[config.mk]
export PLATFORM = sky130hd
export DESIGN_NAME = mul_seq_ctrl_flat
export DESIGN_NICKNAME = d
export VERILOG_FILES = /design/src/rtl/mul_seq_ctrl_pkg.sv /design/src/rtl/mul_seq_ctrl_if.sv /design/src/rtl/mul_seq_ctrl_yadder.sv /design/src/rtl/mul_seq_ctrl.sv /design/src/flat_wrapper.sv
export SDC_FILE = /design/constraint.sdc
export NUM_CORES = 1
export LEC_CHECK = 0
export CAP_MARGIN = 15
export CORE_MARGIN = 4
export CORE_UTILIZATION = 57
export CTS_BUF_LIST = sky130_fd_sc_hd__clkbuf_4 sky130_fd_sc_hd__clkbuf_8
export DETAILED_ROUTE_END_ITERATION = 8
export PLACE_DENSITY = 0.87
export SLEW_MARGIN = 20
export SYNTH_ARGS = -nofsm -noshare
export SYNTH_HDL_FRONTEND = slang
export SYNTH_SLANG_ARGS = --single-unit
export TNS_END_PERCENT = 5
[constraint.sdc]
create_clock -name clk -period 6.6 [get_ports clk]
set_clock_uncertainty 0.2 [all_clocks]
set_input_delay 1.32 -clock clk [delete_from_list [all_inputs] [get_ports clk]]
set_output_delay 1.32 -clock clk [all_outputs]
set_load 0.02 [all_outputs]
[src/rtl/mul_seq_ctrl_pkg.sv]
// Shared definitions for the shift-add multiply sequencer (MIPS HI/LO unit).
// State encoding covers both the unsigned-only and the signed (MUL_SIGNED_EN) flows.
package mul_seq_ctrl_pkg;

  // Default operand width; the product is twice this wide.
  localparam int MUL_W = 32;

  typedef enum logic [2:0] {
    S_IDLE   = 3'd0,
    S_NEG_A  = 3'd1,
    S_NEG_B  = 3'd2,
    S_RUN    = 3'd3,
    S_NEG_LO = 3'd4,
    S_NEG_HI = 3'd5,
    S_DONE   = 3'd6
  } mul_state_e;

endpackage

[src/rtl/mul_seq_ctrl_if.sv]
// Request/result bundle for the multiply sequencer.
// Optional macro MUL_SIGNED_EN adds the is_signed request field.
interface mul_seq_ctrl_if
  import mul_seq_ctrl_pkg::*;
#(
  parameter int WIDTH = MUL_W
);
  logic             start;
  logic [WIDTH-1:0] a;
  logic [WIDTH-1:0] b;
`ifdef MUL_SIGNED_EN
  logic             is_signed;
`endif
  logic             busy;
  logic             done;
  logic [WIDTH-1:0] prod_hi;
  logic [WIDTH-1:0] prod_lo;

  // Requester side: issues operands, observes status and product.
  modport master (
`ifdef MUL_SIGNED_EN
    output is_signed,
`endif
    output start, a, b,
    input  busy, done, prod_hi, prod_lo
  );

  // Multiplier side.
  modport slave (
`ifdef MUL_SIGNED_EN
    input  is_signed,
`endif
    input  start, a, b,
    output busy, done, prod_hi, prod_lo
  );
endinterface

[src/rtl/mul_seq_ctrl_yadder.sv]
// yAdder: the single WIDTH-bit ripple adder shared by every sequencer step.
module yAdder #(
  parameter int WIDTH = 32
) (
  output logic [WIDTH-1:0] z,
  output logic             cout,
  input  logic [WIDTH-1:0] a,
  input  logic [WIDTH-1:0] b,
  input  logic             cin
);

  // Full-width add with carry-in; carry-out is the extra top bit.
  always_comb begin
    {cout, z} = {1'b0, a} + {1'b0, b} + {{WIDTH{1'b0}}, cin};
  end

endmodule

[src/rtl/mul_seq_ctrl.sv]
// mul_seq_ctrl: multi-cycle shift-add multiplier that reuses one yAdder per cycle
// to build a 2*WIDTH-bit product in {P_hi,P_lo} (exposed as MIPS HI/LO).
// Optional macro MUL_SIGNED_EN: operands are sign-corrected before the run and
// the product is negated afterwards, all through the same adder.
module mul_seq_ctrl
  import mul_seq_ctrl_pkg::*;
#(
  parameter int WIDTH = MUL_W
) (
  input  logic          clk,
  input  logic          reset,
  mul_seq_ctrl_if.slave bus
);

  localparam int CNT_W = (WIDTH > 1) ? $clog2(WIDTH) : 1;
  localparam logic [CNT_W-1:0] CNT_LAST = CNT_W'(WIDTH - 1);
`ifdef MUL_SIGNED_EN
  localparam mul_state_e FIRST_S = S_NEG_A;
  localparam mul_state_e AFTER_RUN_S = S_NEG_LO;
`else
  localparam mul_state_e FIRST_S = S_RUN;
  localparam mul_state_e AFTER_RUN_S = S_DONE;
`endif

  mul_state_e       state_r;
  mul_state_e       state_nx_s;
  logic [CNT_W-1:0] cnt_r;
  logic [WIDTH-1:0] m_r;
  logic [WIDTH-1:0] p_hi_r;
  logic [WIDTH-1:0] p_lo_r;
  logic             busy_r;
  logic             done_r;
`ifdef MUL_SIGNED_EN
  logic             sa_r;     // multiplicand was negative (signed request)
  logic             sb_r;     // multiplier was negative (signed request)
  logic             carry_r;  // carry from the low-half negation
`endif

  logic [WIDTH-1:0] add_a_s;
  logic [WIDTH-1:0] add_b_s;
  logic             add_cin_s;
  logic [WIDTH-1:0] add_sum_s;
  logic             add_co_s;

  yAdder #(.WIDTH(WIDTH)) u_adder (
    .z    (add_sum_s),
    .cout (add_co_s),
    .a    (add_a_s),
    .b    (add_b_s),
    .cin  (add_cin_s)
  );

  // Next-state selection for the sequencer.
  always_comb begin
    state_nx_s = state_r;
    case (state_r)
      S_IDLE: begin
        if (bus.start) state_nx_s = FIRST_S;
        else           state_nx_s = S_IDLE;
      end
      S_RUN: begin
        if (cnt_r == CNT_LAST) state_nx_s = AFTER_RUN_S;
        else                   state_nx_s = S_RUN;
      end
`ifdef MUL_SIGNED_EN
      S_NEG_A:  state_nx_s = S_NEG_B;
      S_NEG_B:  state_nx_s = S_RUN;
      S_NEG_LO: state_nx_s = S_NEG_HI;
      S_NEG_HI: state_nx_s = S_DONE;
`endif
      S_DONE:   state_nx_s = S_IDLE;
      default:  state_nx_s = S_IDLE;
    endcase
  end

  // Adder operand muxes; RUN accumulates M into P_hi, NEG steps form ~x + cin.
  always_comb begin
    add_a_s   = p_hi_r;
    add_b_s   = m_r;
    add_cin_s = 1'b0;
    case (state_r)
      S_RUN: begin
        add_a_s   = p_hi_r;
        add_b_s   = m_r;
        add_cin_s = 1'b0;
      end
`ifdef MUL_SIGNED_EN
      S_NEG_A: begin
        add_a_s   = sa_r ? ~m_r : m_r;
        add_b_s   = '0;
        add_cin_s = sa_r;
      end
      S_NEG_B: begin
        add_a_s   = sb_r ? ~p_lo_r : p_lo_r;
        add_b_s   = '0;
        add_cin_s = sb_r;
      end
      S_NEG_LO: begin
        add_a_s   = (sa_r ^ sb_r) ? ~p_lo_r : p_lo_r;
        add_b_s   = '0;
        add_cin_s = sa_r ^ sb_r;
      end
      S_NEG_HI: begin
        add_a_s   = (sa_r ^ sb_r) ? ~p_hi_r : p_hi_r;
        add_b_s   = '0;
        add_cin_s = (sa_r ^ sb_r) ? carry_r : 1'b0;
      end
`endif
      default: begin
        add_a_s   = p_hi_r;
        add_b_s   = m_r;
        add_cin_s = 1'b0;
      end
    endcase
  end

  // State, counter, operand/product registers and registered status outputs.
  always_ff @(posedge clk) begin
    if (reset) begin
      state_r <= S_IDLE;
      cnt_r   <= '0;
      m_r     <= '0;
      p_hi_r  <= '0;
      p_lo_r  <= '0;
      busy_r  <= 1'b0;
      done_r  <= 1'b0;
`ifdef MUL_SIGNED_EN
      sa_r    <= 1'b0;
      sb_r    <= 1'b0;
      carry_r <= 1'b0;
`endif
    end else begin
      state_r <= state_nx_s;
      busy_r  <= (state_nx_s != S_IDLE);
      done_r  <= (state_nx_s == S_DONE);
      case (state_r)
        S_IDLE: begin
          if (bus.start) begin
            m_r    <= bus.a;
            p_hi_r <= '0;
            p_lo_r <= bus.b;
            cnt_r  <= '0;
`ifdef MUL_SIGNED_EN
            sa_r   <= bus.is_signed & bus.a[WIDTH-1];
            sb_r   <= bus.is_signed & bus.b[WIDTH-1];
`endif
          end
        end
        S_RUN: begin
          // Carry-out becomes the new P_hi MSB, so no product bit is dropped.
          if (p_lo_r[0]) begin
            p_hi_r <= {add_co_s, add_sum_s[WIDTH-1:1]};
            p_lo_r <= {add_sum_s[0], p_lo_r[WIDTH-1:1]};
          end else begin
            p_hi_r <= {1'b0, p_hi_r[WIDTH-1:1]};
            p_lo_r <= {p_hi_r[0], p_lo_r[WIDTH-1:1]};
          end
          // Counter parks at its last value; accept is the only way back to 0.
          if (cnt_r != CNT_LAST) cnt_r <= cnt_r + CNT_W'(1);
        end
`ifdef MUL_SIGNED_EN
        S_NEG_A:  m_r    <= add_sum_s;
        S_NEG_B:  p_lo_r <= add_sum_s;
        S_NEG_LO: begin
          p_lo_r  <= add_sum_s;
          carry_r <= add_co_s;
        end
        S_NEG_HI: p_hi_r <= add_sum_s;
`endif
        default: begin
          m_r <= m_r;
        end
      endcase
    end
  end

  assign bus.busy    = busy_r;
  assign bus.done    = done_r;
  assign bus.prod_hi = p_hi_r;
  assign bus.prod_lo = p_lo_r;

endmodule

[src/flat_wrapper.sv]
// flat-port wrapper written by rule: the top's interface ports become plain ports
module mul_seq_ctrl_flat import mul_seq_ctrl_pkg::*;
#(
  parameter int WIDTH = MUL_W
)
  (clk, reset, bus_start, bus_a, bus_b, bus_busy, bus_done, bus_prod_hi, bus_prod_lo);
  mul_seq_ctrl_if #(.WIDTH(WIDTH)) bus_i ();
  input  logic clk;
  input  logic reset;
  input wire logic [$bits(bus_i.start)-1:0] bus_start;
  input wire logic [$bits(bus_i.a)-1:0] bus_a;
  input wire logic [$bits(bus_i.b)-1:0] bus_b;
  output wire logic [$bits(bus_i.busy)-1:0] bus_busy;
  output wire logic [$bits(bus_i.done)-1:0] bus_done;
  output wire logic [$bits(bus_i.prod_hi)-1:0] bus_prod_hi;
  output wire logic [$bits(bus_i.prod_lo)-1:0] bus_prod_lo;
  assign bus_i.start = bus_start;
  assign bus_i.a = bus_a;
  assign bus_i.b = bus_b;
  assign bus_busy = bus_i.busy;
  assign bus_done = bus_i.done;
  assign bus_prod_hi = bus_i.prod_hi;
  assign bus_prod_lo = bus_i.prod_lo;
  mul_seq_ctrl #(.WIDTH(WIDTH)) u_core (.clk(clk), .reset(reset), .bus(bus_i));
endmodule
## Yosys cells after proc, flatten, opt, wreduce, memory -nomap -nowiden

Cells that the tools add are included.

| cells by class | value |
|---|---|
| shift-type cells | 0 |
| $lt $le $gt $ge | 0 |
| div/mod/pow operators | 0 |
| $mul | 0 |
| bitwise logic cells | 0 |
| equality and inequality tests | 6 |
| $add $sub $neg | 2 |
| reductions and logical operators | 6 |
| multiplexer cells | 12 |

Operators by type and width:

| kind | number |
|---|---|
| $mux W32 | 4 |
| $pmux W32 S2 | 2 |
| $add A32 B32 Y33 | 1 |
| $mux W5 | 2 |
| $pmux W5 S2 | 1 |
| $pmux W3 S2 | 1 |
| $add A5 B1 Y5 const B | 1 |
| $eq A5 B5 Y1 const B | 1 |
| $ne A5 B5 Y1 const B | 1 |
| $reduce_and A2 Y1 | 2 |
| $eq A3 B2 Y1 const B | 1 |
| $eq A3 B3 Y1 const B | 1 |
| $logic_not A3 Y1 | 1 |
| $mux W3 | 1 |
| $reduce_and A3 Y1 | 1 |
| $reduce_bool A3 Y1 | 1 |
| $mux W2 | 1 |
| $ne A2 B1 Y1 const B | 1 |
| $ne A2 B2 Y1 const B | 1 |
| $reduce_bool A2 Y1 | 1 |

| word-level totals | value |
|---|---|
| bits in writable memories | 0 |
| bits in read-only memories | 0 |
| logic and storage cells | 33 |
| memories kept | 0 |
| register bits after elaboration | 106 |
| latch bits | 0 |
| output and inout port bits | 66 |
| input bits | 67 |

## Longest topological paths before layout

Gate-level depths: netlist of the first run.

| depth | value |
|---|---|
| depth in word-level cells | 4 |
| mapped depth | 9 |

## Modules after synthesis

Synthesis of the first run repeated with hierarchy kept, for this count alone.

| unflattened totals | value |
|---|---|
| cell total of the unflattened synthesis | 779 |
| area total of the unflattened synthesis | 6095.8 um^2 |

Modules (own cells, without submodules):

| module | times used | sequential area each (um^2) | area each (um^2) | cells an instance |
|---|---|---|---|---|
| mul_seq_ctrl | 1 | 2122.0 | 4381.7 | 542 |
| yAdder | 1 | 0.0 | 1714.1 | 237 |

## Worst setup path before layout of the first run

OpenSTA, ideal clock, no wires.

| timing | value |
|---|---|
| kind | input port to flip-flop |
| start point | input bus_start |
| end point | register u_core.m_r[10] (netlist: u_core.add_b_s[10]) |
| path slack | 3.586 ns |
| stages on the path | 7 |
| library setup time | 0.132 ns |
| data required time | 6.268 ns |
| buffers on the path | 3 |
| arrival | 2.682 ns |
| cell sequence | or3b_2 or2_2 clkbuf_1 clkbuf_1 clkbuf_1 nand2_1 a21oi_1 |

| between the ends | value |
|---|---|
| word-level cells in the longest chain between the ends | 1 |

Ends and longest elaborated chain:

| element | line | source |
|---|---|---|
| start: declaration | flat_wrapper.sv:10 | `input wire logic [$bits(bus_i.start)-1:0] bus_start;` |
| $reduce_and A2 Y1 (no source line) | n/a |  |
| end signal: assignment | mul_seq_ctrl.sv:139 | `m_r <= bus.a;` |
| end signal: assignment | mul_seq_ctrl.sv:171 | `m_r <= m_r;` |
| end: declaration | mul_seq_ctrl.sv:28 | `logic [WIDTH-1:0] m_r;` |

Every way passes these cells.
A chain may end at the register's enable or synchronous reset.

## Worst setup path after layout of the first run

| timing | value |
|---|---|
| start point | input bus_start |
| end point | register u_core.p_hi_r[29] (netlist: u_core.bus.prod_hi[29]) |

| between the ends | value |
|---|---|
| word-level cells in the longest chain between the ends | 2 |

Ends and longest elaborated chain:

| element | line | source |
|---|---|---|
| $ne A2 B2 Y1 (no source line) | n/a |  |
| $reduce_and A2 Y1 (no source line) | n/a |  |
| end signal: assignment | mul_seq_ctrl.sv:152 | `p_hi_r <= {add_co_s, add_sum_s[WIDTH-1:1]};` |
| end signal: assignment | mul_seq_ctrl.sv:155 | `p_hi_r <= {1'b0, p_hi_r[WIDTH-1:1]};` |
| end: declaration | mul_seq_ctrl.sv:29 | `logic [WIDTH-1:0] p_hi_r;` |

Every way passes these cells.

==> results of run 1 <==
==> metal layers <==
metal,vias up,global-route usage [%]
met5,-,0
li1,2944,-
met4,0,9.002
met2,214,46.32
met1,2802,30.19
met3,30,6.277
==> synthesized netlist by cell type, types with 5 or more instances <==
cell type	instances
xnor2_1	11
and3_1	6
a21oi_1	75
dfxtp_1	106
a21o_1	24
mux2i_1	8
clkbuf_1	42
nand3_1	15
inv_1	8
and2_1	8
xor2_1	10
buf_1	6
a311oi_1	33
o21ai_1	5
buf_2	7
o22ai_1	9
nand2_1	151
o21ai_0	17
a211oi_1	5
nand4_1	9
a22oi_1	18
nor3_1	6
ha_1	34
nor2_1	67
==> power breakdown <==
part | internal, uW | switching (uW)
Sequential | 670 | 22.3
Combinational | 108 | 134
Clock | 217 | 235
Total | 995 | 391
==> sequential cells by signal, summed over array words and instances, names as in the netlist <==
name and flops:
u_core.add_b_s 32, u_core.bus.prod_hi 32, u_core.bus.prod_lo 32, u_core.cnt_r 5
u_core.state_r 3, u_core.bus.busy 1, u_core.bus.done 1
==> worst paths after layout <==
kind                                                    startpoint                             endpoint  slack (ns)  depth (start not counted)
worst max-delay path                                     bus_start  u_core.bus.prod_hi[29]$_SDFFE_PP0P_        2.91                          8
worst min-delay path                u_core.add_b_s[7]$_SDFFE_PP0P_       u_core.add_b_s[7]$_SDFFE_PP0P_        0.27                          2
worst max register to register  u_core.bus.prod_hi[0]$_SDFFE_PP0P_  u_core.bus.prod_hi[31]$_SDFFE_PP0P_        3.63                          9
worst min register to register      u_core.add_b_s[7]$_SDFFE_PP0P_       u_core.add_b_s[7]$_SDFFE_PP0P_        0.27                          2
==> per-stage QoR <==
stage / worst slack (ns) / cell area (um2) / total power, uW
after global routing: 2.744 / 7595 / 1439
after detailed placement: 2.489 / 7367 / 947.7
final: 2.907 / 7595 / 1386
after CTS: 2.905 / 7591 / 1390
after global placement: 2.564 / 7367 / 940.5
after floorplan: 3.586 / 6060 / 844.2
==> logic make-up (layout without fill, tap and decap cells) <==
| logic type | after synthesis | after routing | share of synthesized area (%) |
|---|---|---|---|
| multiplexers | 8 | 8 | 1.322 |
| buffers and inverters | 65 | 162 | 4.357 |
| adder cells (fa/ha/maj) | 35 | 35 | 7.351 |
| AND/OR/NAND/NOR | 291 | 291 | 21.31 |
| XOR/XNOR | 21 | 21 | 3.035 |
| AO/OA/AOI/OAI | 236 | 236 | 27.61 |
| flip-flops | 106 | 106 | 35.02 |
==> area by class of cell <==
class	count	area, um2
multi-input combinational	591	3681
fill	775	2729
sequential	106	2122
timing repair buffer	138	1368
tap	136	170.2
clock buffer	9	123.9
clock inverter	7	100.1
inverter	8	30.03
==> tightest hold or removal path, stage by stage (launching register included) <==
cell and delay (ns):
dfxtp_1 0.32, nand2_1 0.05, a21oi_1 0.05
==> out/metrics.cfg, run 1 <==
[final_layout]
stdcell_count = 995
mostFrequentLayoutCells = 151 x nand2_1, 131 x clkdlybuf4s50_1, 106 x dfxtp_1
final_common_cell = nand2_1
fin_util_pct = 73.57
area_growth_pct = 25.34
drive_gt1_share_pct = 5.588
layout.nets = 956
antenna_cells = 0

[hold_path]
hold_class = reg2reg

[yosys]
ys_seq_area_share_pct = 35.02
synth_top_area_share_pct = 35.02
ys_ff_latch = 106
yosys.area.top_type = dfxtp_1
synth_edf_count = 0
syn-instance-count = 762
synth_area_leaders = dfxtp_1 35%, nand2_1 9.4%, ha_1 7.0%
syn_area_per_cell_um2 = 7.952
ys_types = 72
synth_fp_nets = 864
netlist_area_um2 = 6060
synth-main-ff-cell = dfxtp_1
ys_warn_count = 0
ys_async_sr_fraction_pct = 0

[die]
die_height_um = 111.1
initial_utilization_pct = 58.70
die_area_um2 = 12340
design.core.area_um2 = 10320
fp.dieW_um = 111.1
io_pins = 133
rows = 37

[sta]
hold_viol = 0
relSlewSlack_pct = 27.85
holdWs_ns = 0.2654
rsz0062_at_grt = false
slew_violations = 0
finalSetupViolCount = 0
setup_tns_ns = 0
clock.fmax_mhz = 270.8
tightest_slew_ns = 1.082
min_period_ns = 3.693
min_period_over_period_pct = 55.95

[setup_path]
slowest_delay_ns = 0.58
arrival_ns = 3.76
cp_common_cell = nand2_1
crit_slowest_cell = a21o_1
path_max_fanout = 31
path_delay_family = simple AND/OR/NAND/NOR gates
end_kind = flip-flop
crit_required_ns = 6.66
critPathBufInv = 1
cp-start-kind = primary input
path_class = in2reg
path_cells = clkdlybuf4s50_1, or3b_2, a21o_1, nand2_1, nand2_1, or3_1, mux2i_1, a311oi_1

[global_route]
grt_pass1_wl_mm = 27.12
overflow = 0
antenna_found_initial = 0
grt_max_degree = 111
grt_use_total_pct = 25.91
grt_pass1_vias = 5860

[outcome]
status = complete, no violations

[route]
wl_met1_mm = 6.776
wl_met3_mm = 1.198
route.top_layer_used = met4
wire_per_inst_um = 16.44
drt-pass1-iter-count = 6
wl_met2_mm = 8.055
vias_per_cell = 6.020
vias = 5990
drc = 0
drt-total-wl_mm = 16.36
drtIter0Drc = 448
drtAntennaViolNets = 0

[clock_tree]
cts_tree = yes
hold_buffers = 0
cts_resized = 0
htree_num_levels = 3
post_cts_buffers = 0
clock_latency_ns = 0.38
cts_root_buffer = clkbuf_8
cts_sinks = 106
clock_path_buffers = 2
clkTransAtPathRegs_ns = 0.10
numCtsBuffers = 9

[power]
peakVddDrop_uv = 106.8
p_per_area_nw_per_um2 = 182.5
p_leak_uw = 0.003004

[placement]
dp.cells = 979
port_buffers = 132
hpwl_mm = 11.75
gp_congestion = 0.9510

[flow_run]
cap_violations = 0

Note: power is estimated with default switching activity, not from simulation.
==> inputs of run 2 (changes only) <==
- CORE_UTILIZATION: 57 -> 48
- PLACE_DENSITY: 0.87 -> 0.77
- clock period: 6.6 -> 3.2 ns (I/O delays scaled with it)
==> out/metrics.cfg, run 2 (synthesized netlist as in run 1, its figures left out) <==
[placement]
dp.cells = 1017  ; +3.9%
hpwl_mm = 12.09  ; +2.8%
port_buffers = 132  ; unchanged
gp_congestion = 0.9471  ; -0.41%
dp_slack_ns = 0.2685  ; -2.220 ns
placed_area_um2 = 7465  ; +1.3%

[setup_path]
slowest_delay_ns = 0.40  ; -0.18 ns
arrival_ns = 3.03  ; -0.73 ns
path_delay_family = compound AO/OA/AOI/OAI gates
path_cells = ha_1, fa_1, a21o_1, a221o_1, a21oi_2, a31oi_2, o21ai_1, a2111oi_0, or2_1
crit_slowest_cell = fa_1
path_class = reg2reg
path_max_fanout = 4  ; -87%
crit_required_ns = 3.29  ; -3.37 ns
critPathBufInv = 0  ; -1
end_kind = flip-flop
cp-start-kind = flip-flop

[final_layout]
final_common_cell = nand2_1
layout.nets = 962  ; +0.63%
antenna_cells = 0  ; unchanged
fin_util_pct = 63.18  ; -10 points
fin_area_um2 = 7684  ; +1.2%
nFillCells = 1059  ; +37%
area_growth_pct = 26.80
stdcell_count = 1033  ; +3.8%
drive_gt1_share_pct = 6.243  ; +0.65 points
mostFrequentLayoutCells = 151 x nand2_1, 131 x clkdlybuf4s50_1, 106 x dfxtp_1

[power]
p_leak_uw = 0.003041  ; +1.2%
peakVddDrop_uv = 325.0  ; +200%
p_per_area_nw_per_um2 = 371.3  ; +100%

[sta]
finalSetupViolCount = 0  ; unchanged
min_period_ns = 2.945
hold_viol = 0  ; unchanged
slew_violations = 0  ; unchanged
min_period_over_period_pct = 92.04
clock.fmax_mhz = 339.5
tightest_slew_ns = 0.6881  ; -0.3942 ns
fin_ws_ns = 0.2548  ; -2.652 ns
rsz0062_at_grt = false
setup_tns_ns = 0  ; unchanged
relSlewSlack_pct = 54.13  ; +26 points

[die]
die_height_um = 120.4  ; +8.3%
initial_utilization_pct = 49.83  ; -8.9 points
die_area_um2 = 14490  ; +17%
design.core.area_um2 = 12160  ; +18%
rows = 40  ; +8.1%
io_pins = 133  ; unchanged
fp.dieW_um = 120.4  ; +8.3%

[route]
drc = 0  ; unchanged
drtAntennaViolNets = 0  ; unchanged
vias = 5906  ; -1.4%
drt-pass1-iter-count = 5  ; -1
drtIter0Drc = 369  ; -18%
drt-total-wl_mm = 16.54  ; +1.1%
wire_per_inst_um = 16.01  ; -2.6%
vias_per_cell = 5.717  ; -5.0%

[global_route]
grt_use_total_pct = 23.05  ; -2.9 points
overflow = 0  ; unchanged
grt_pass1_vias = 5841  ; -0.32%
antenna_found_initial = 0  ; unchanged
grt_max_degree = 76  ; -32%
grt_pass1_wl_mm = 27.81  ; +2.5%

[clock_tree]
cts_root_buffer = clkbuf_8
hold_buffers = 0  ; unchanged
numCtsBuffers = 9  ; unchanged
cts_resized = 0  ; unchanged
clock_path_buffers = 2  ; unchanged
clkTransAtPathRegs_ns = 0.11  ; about the same
cts_tree = yes
cts_sinks = 106  ; unchanged
clock_latency_ns = 0.39  ; about the same
htree_num_levels = 3  ; unchanged
post_cts_buffers = 0  ; unchanged

[hold_path]
hold_class = reg2reg

[flow_run]
cap_violations = 0  ; unchanged

[outcome]
status = complete, no violations

==> run 2: final cells by class <==
cell class	instances	area [um2]	area share [%]
timing repair buffer	144	1421	18.50
clock inverter	6	81.33	1.058
inverter	8	30.03	0.3908
clock buffer	10	137.6	1.791
multi-input combinational	591	3681	47.91
sequential	106	2122	27.62
tap	168	210.2	2.736
==> run 2: metal layers <==
| layer | track usage, % | up-vias | wire length, um |
|---|---|---|---|
| met5 | 0 | - | 0 |
| met4 | 6.020 | 0 | 216 |
| met3 | 6.595 | 21 | 1006 |
| met2 | 38.95 | 149 | 8050 |
| met1 | 28.98 | 2779 | 7266 |
| li1 | - | 2957 | - |
==> run 2: path summary, 6_finish.rpt <==
kind	startpoint	end	slack, ns	depth (start not counted)
min reg2reg	u_core.add_b_s[18]$_SDFFE_PP0P_	u_core.add_b_s[18]$_SDFFE_PP0P_	0.27	2
max reg2reg	u_core.bus.prod_hi[0]$_SDFFE_PP0P_	u_core.bus.prod_hi[31]$_SDFFE_PP0P_	0.25	9
min	u_core.add_b_s[18]$_SDFFE_PP0P_	u_core.add_b_s[18]$_SDFFE_PP0P_	0.27	2
max	u_core.bus.prod_hi[0]$_SDFFE_PP0P_	u_core.bus.prod_hi[31]$_SDFFE_PP0P_	0.25	9
==> run 2: report_power, final <==
group	internal [uW]	total, uW	switching, uW
clock network	404	915	511
logic	233	508	276
registers	1380	1430	47.5
total	2020	2850	834
==> run 2: worst min-delay path, stage by stage, from the launching register on <==
cell and delay [ns]:
dfxtp_1 0.33, nand2_1 0.05, a21oi_1 0.05
==> run 2: stage by stage <==
stage | hold WS (ns) | power [uW]
floorplan | 0.2400 | 1741
global placement | 0.2499 | 1957
detailed placement | 0.2559 | 1968
CTS | 0.2684 | 2881
global route | 0.2881 | 2979
finish | 0.2680 | 2853
==> inputs of run 3 (changes only) <==
- PLACE_DENSITY: 0.77 -> 0.79
==> out/metrics.cfg, run 3 (synthesized netlist as in run 1, its figures left out) <==
[outcome]
status = complete, no violations

[global_route]
grt_use_total_pct = 22.73  ; -0.32 points
overflow = 0  ; unchanged
grt_pass1_wl_mm = 27.41  ; -1.4%
grt_max_degree = 50  ; -34%
grt_pass1_vias = 5832  ; -0.15%
antenna_found_initial = 1  ; +1

[die]
fp.dieW_um = 120.4  ; unchanged
die_height_um = 120.4  ; unchanged
initial_utilization_pct = 49.83  ; unchanged
io_pins = 133  ; unchanged
design.core.area_um2 = 12160  ; unchanged
die_area_um2 = 14490  ; unchanged
rows = 40  ; unchanged

[route]
drtIter0Drc = 352  ; -4.6%
drt-total-wl_mm = 16.78  ; +1.5%
drc = 0  ; unchanged
drtAntennaViolNets = 0  ; unchanged
vias_per_cell = 5.841  ; +2.2%
drt-pass1-iter-count = 5  ; unchanged
wire_per_inst_um = 16.25  ; +1.5%
vias = 6034  ; +2.2%

[power]
peakVddDrop_uv = 264.2  ; -19%
clockPowerShare_pct = 33.2  ; +1.1 points
p_int_uw = 2093  ; +3.7%
p_per_area_nw_per_um2 = 377.6  ; +1.7%
switching_share_pct = 27.97  ; -1.3 points
p_leak_uw = 0.003049  ; +0.27%
power_switching_uw = 812.6  ; -2.6%
seq_power_share_pct = 49.2  ; -0.9 points
share_comb_of_total_power_pct = 17.6  ; -0.2 points

[placement]
dp.cells = 1017  ; unchanged
port_buffers = 132  ; unchanged
gp_congestion = 0.9897  ; +4.5%
hpwl_mm = 12.30  ; +1.8%

[setup_path]
path_cells = ha_1, fa_1, a21o_1, a221o_1, a31oi_1, o31ai_1, xor2_1, a222oi_1, nor2_1
path_class = reg2reg
crit_required_ns = 3.27  ; -0.02 ns
end_kind = flip-flop
path_max_fanout = 4  ; unchanged
cp-start-kind = flip-flop
crit_slowest_cell = fa_1
slowest_delay_ns = 0.43  ; +0.03 ns
arrival_ns = 3.03  ; about the same

[final_layout]
stdcell_count = 1033  ; unchanged
final_common_cell = nand2_1
drive_gt1_share_pct = 6.243  ; unchanged
mostFrequentLayoutCells = 151 x nand2_1, 131 x clkdlybuf4s50_1, 106 x dfxtp_1
nFillCells = 1081  ; +2.1%
area_growth_pct = 26.99
layout.nets = 962  ; unchanged
antenna_cells = 0  ; unchanged

[sta]
hold_viol = 0  ; unchanged
relSlewSlack_pct = 42.48  ; -12 points
tightest_slew_ns = 0.8597  ; +0.1715 ns
slew_violations = 0  ; unchanged
clock.fmax_mhz = 338.5  ; -0.31%
finalSetupViolCount = 0  ; unchanged
setup_tns_ns = 0  ; unchanged
min_period_over_period_pct = 92.32  ; +0.28 points
min_period_ns = 2.954  ; +0.009056 ns
rsz0062_at_grt = false
holdWs_ns = 0.2652  ; -0.002807 ns

[hold_path]
hold_class = reg2reg

[clock_tree]
post_cts_buffers = 0  ; unchanged
clock_latency_ns = 0.39  ; about the same
cts_tree = yes
clkTransAtPathRegs_ns = 0.10  ; about the same
cts_resized = 0  ; unchanged
hold_buffers = 0  ; unchanged
cts_sinks = 106  ; unchanged
clock_path_buffers = 2  ; unchanged
cts_root_buffer = clkbuf_8
htree_num_levels = 3  ; unchanged
numCtsBuffers = 9  ; unchanged

[flow_run]
cap_violations = 0  ; unchanged

[run 3: routing by layer]
layer / GRT usage (%) / part of all wire, % / vias to the layer above / wire length, um
met5: 0 / 0.077 / - / 13
met4: 8.215 / 1.6 / 2 / 264
met3: 4.818 / 5.9 / 25 / 998
met2: 39.02 / 48 / 175 / 8115
met1: 28.16 / 44 / 2882 / 7391
li1: - / - / 2950 / -
[run 3: path summary, 6_finish.rpt]
check | from | to | slack [ns] | cells past startpoint
worst min register to register | u_core.add_b_s[3]$_SDFFE_PP0P_ | u_core.add_b_s[3]$_SDFFE_PP0P_ | 0.27 | 2
worst max-delay path | u_core.bus.prod_hi[0]$_SDFFE_PP0P_ | u_core.bus.prod_hi[13]$_SDFFE_PP0P_ | 0.25 | 9
worst max register to register | u_core.bus.prod_hi[0]$_SDFFE_PP0P_ | u_core.bus.prod_hi[13]$_SDFFE_PP0P_ | 0.25 | 9
worst min-delay path | u_core.add_b_s[3]$_SDFFE_PP0P_ | u_core.add_b_s[3]$_SDFFE_PP0P_ | 0.27 | 2
[run 3: critical path, delay by kind of cell, from the launching register on]
kind,cells,cell delay (ns)
xor+xnor,1,0.16
simple gates,1,0.07
flops,1,0.35
compound gates,5,1.38
fa+ha+maj,2,0.68
[run 3: power groups by stage]
stage	Sequential, uW	Combinational, uW	Clock [uW]
after floorplan	1490	253	0
after global placement	1460	498	0
after detailed placement	1460	509	0
after CTS	1430	512	983
after global routing	1440	554	1030
final	1430	510	965
[run 3: final cells by class]
type | count | area [um2] | share of cell area [%]
Multi-Input combinational cell | 591 | 3681 | 47.84
Sequential cell | 106 | 2122 | 27.58
Timing Repair Buffer | 144 | 1421 | 18.47
Tap cell | 168 | 210.2 | 2.732
Clock buffer | 11 | 145.1 | 1.886
Clock inverter | 5 | 85.08 | 1.106
Inverter | 8 | 30.03 | 0.3902
[run 3: metrics by stage]
| stage | setup slack, ns | total power, uW | instance area, um2 | util (%) |
|---|---|---|---|---|
| after detailed placement | 0.2653 | 1968 | 7465 | 61.38 |
| after global placement | 0.2846 | 1955 | 7465 | 61.38 |
| after CTS | 0.2506 | 2924 | 7695 | 63.27 |
| after global routing | 0.1021 | 3027 | 7695 | 63.27 |
| final | 0.2457 | 2905 | 7695 | 63.27 |
| after floorplan | 0.4931 | 1741 | 6060 | - |
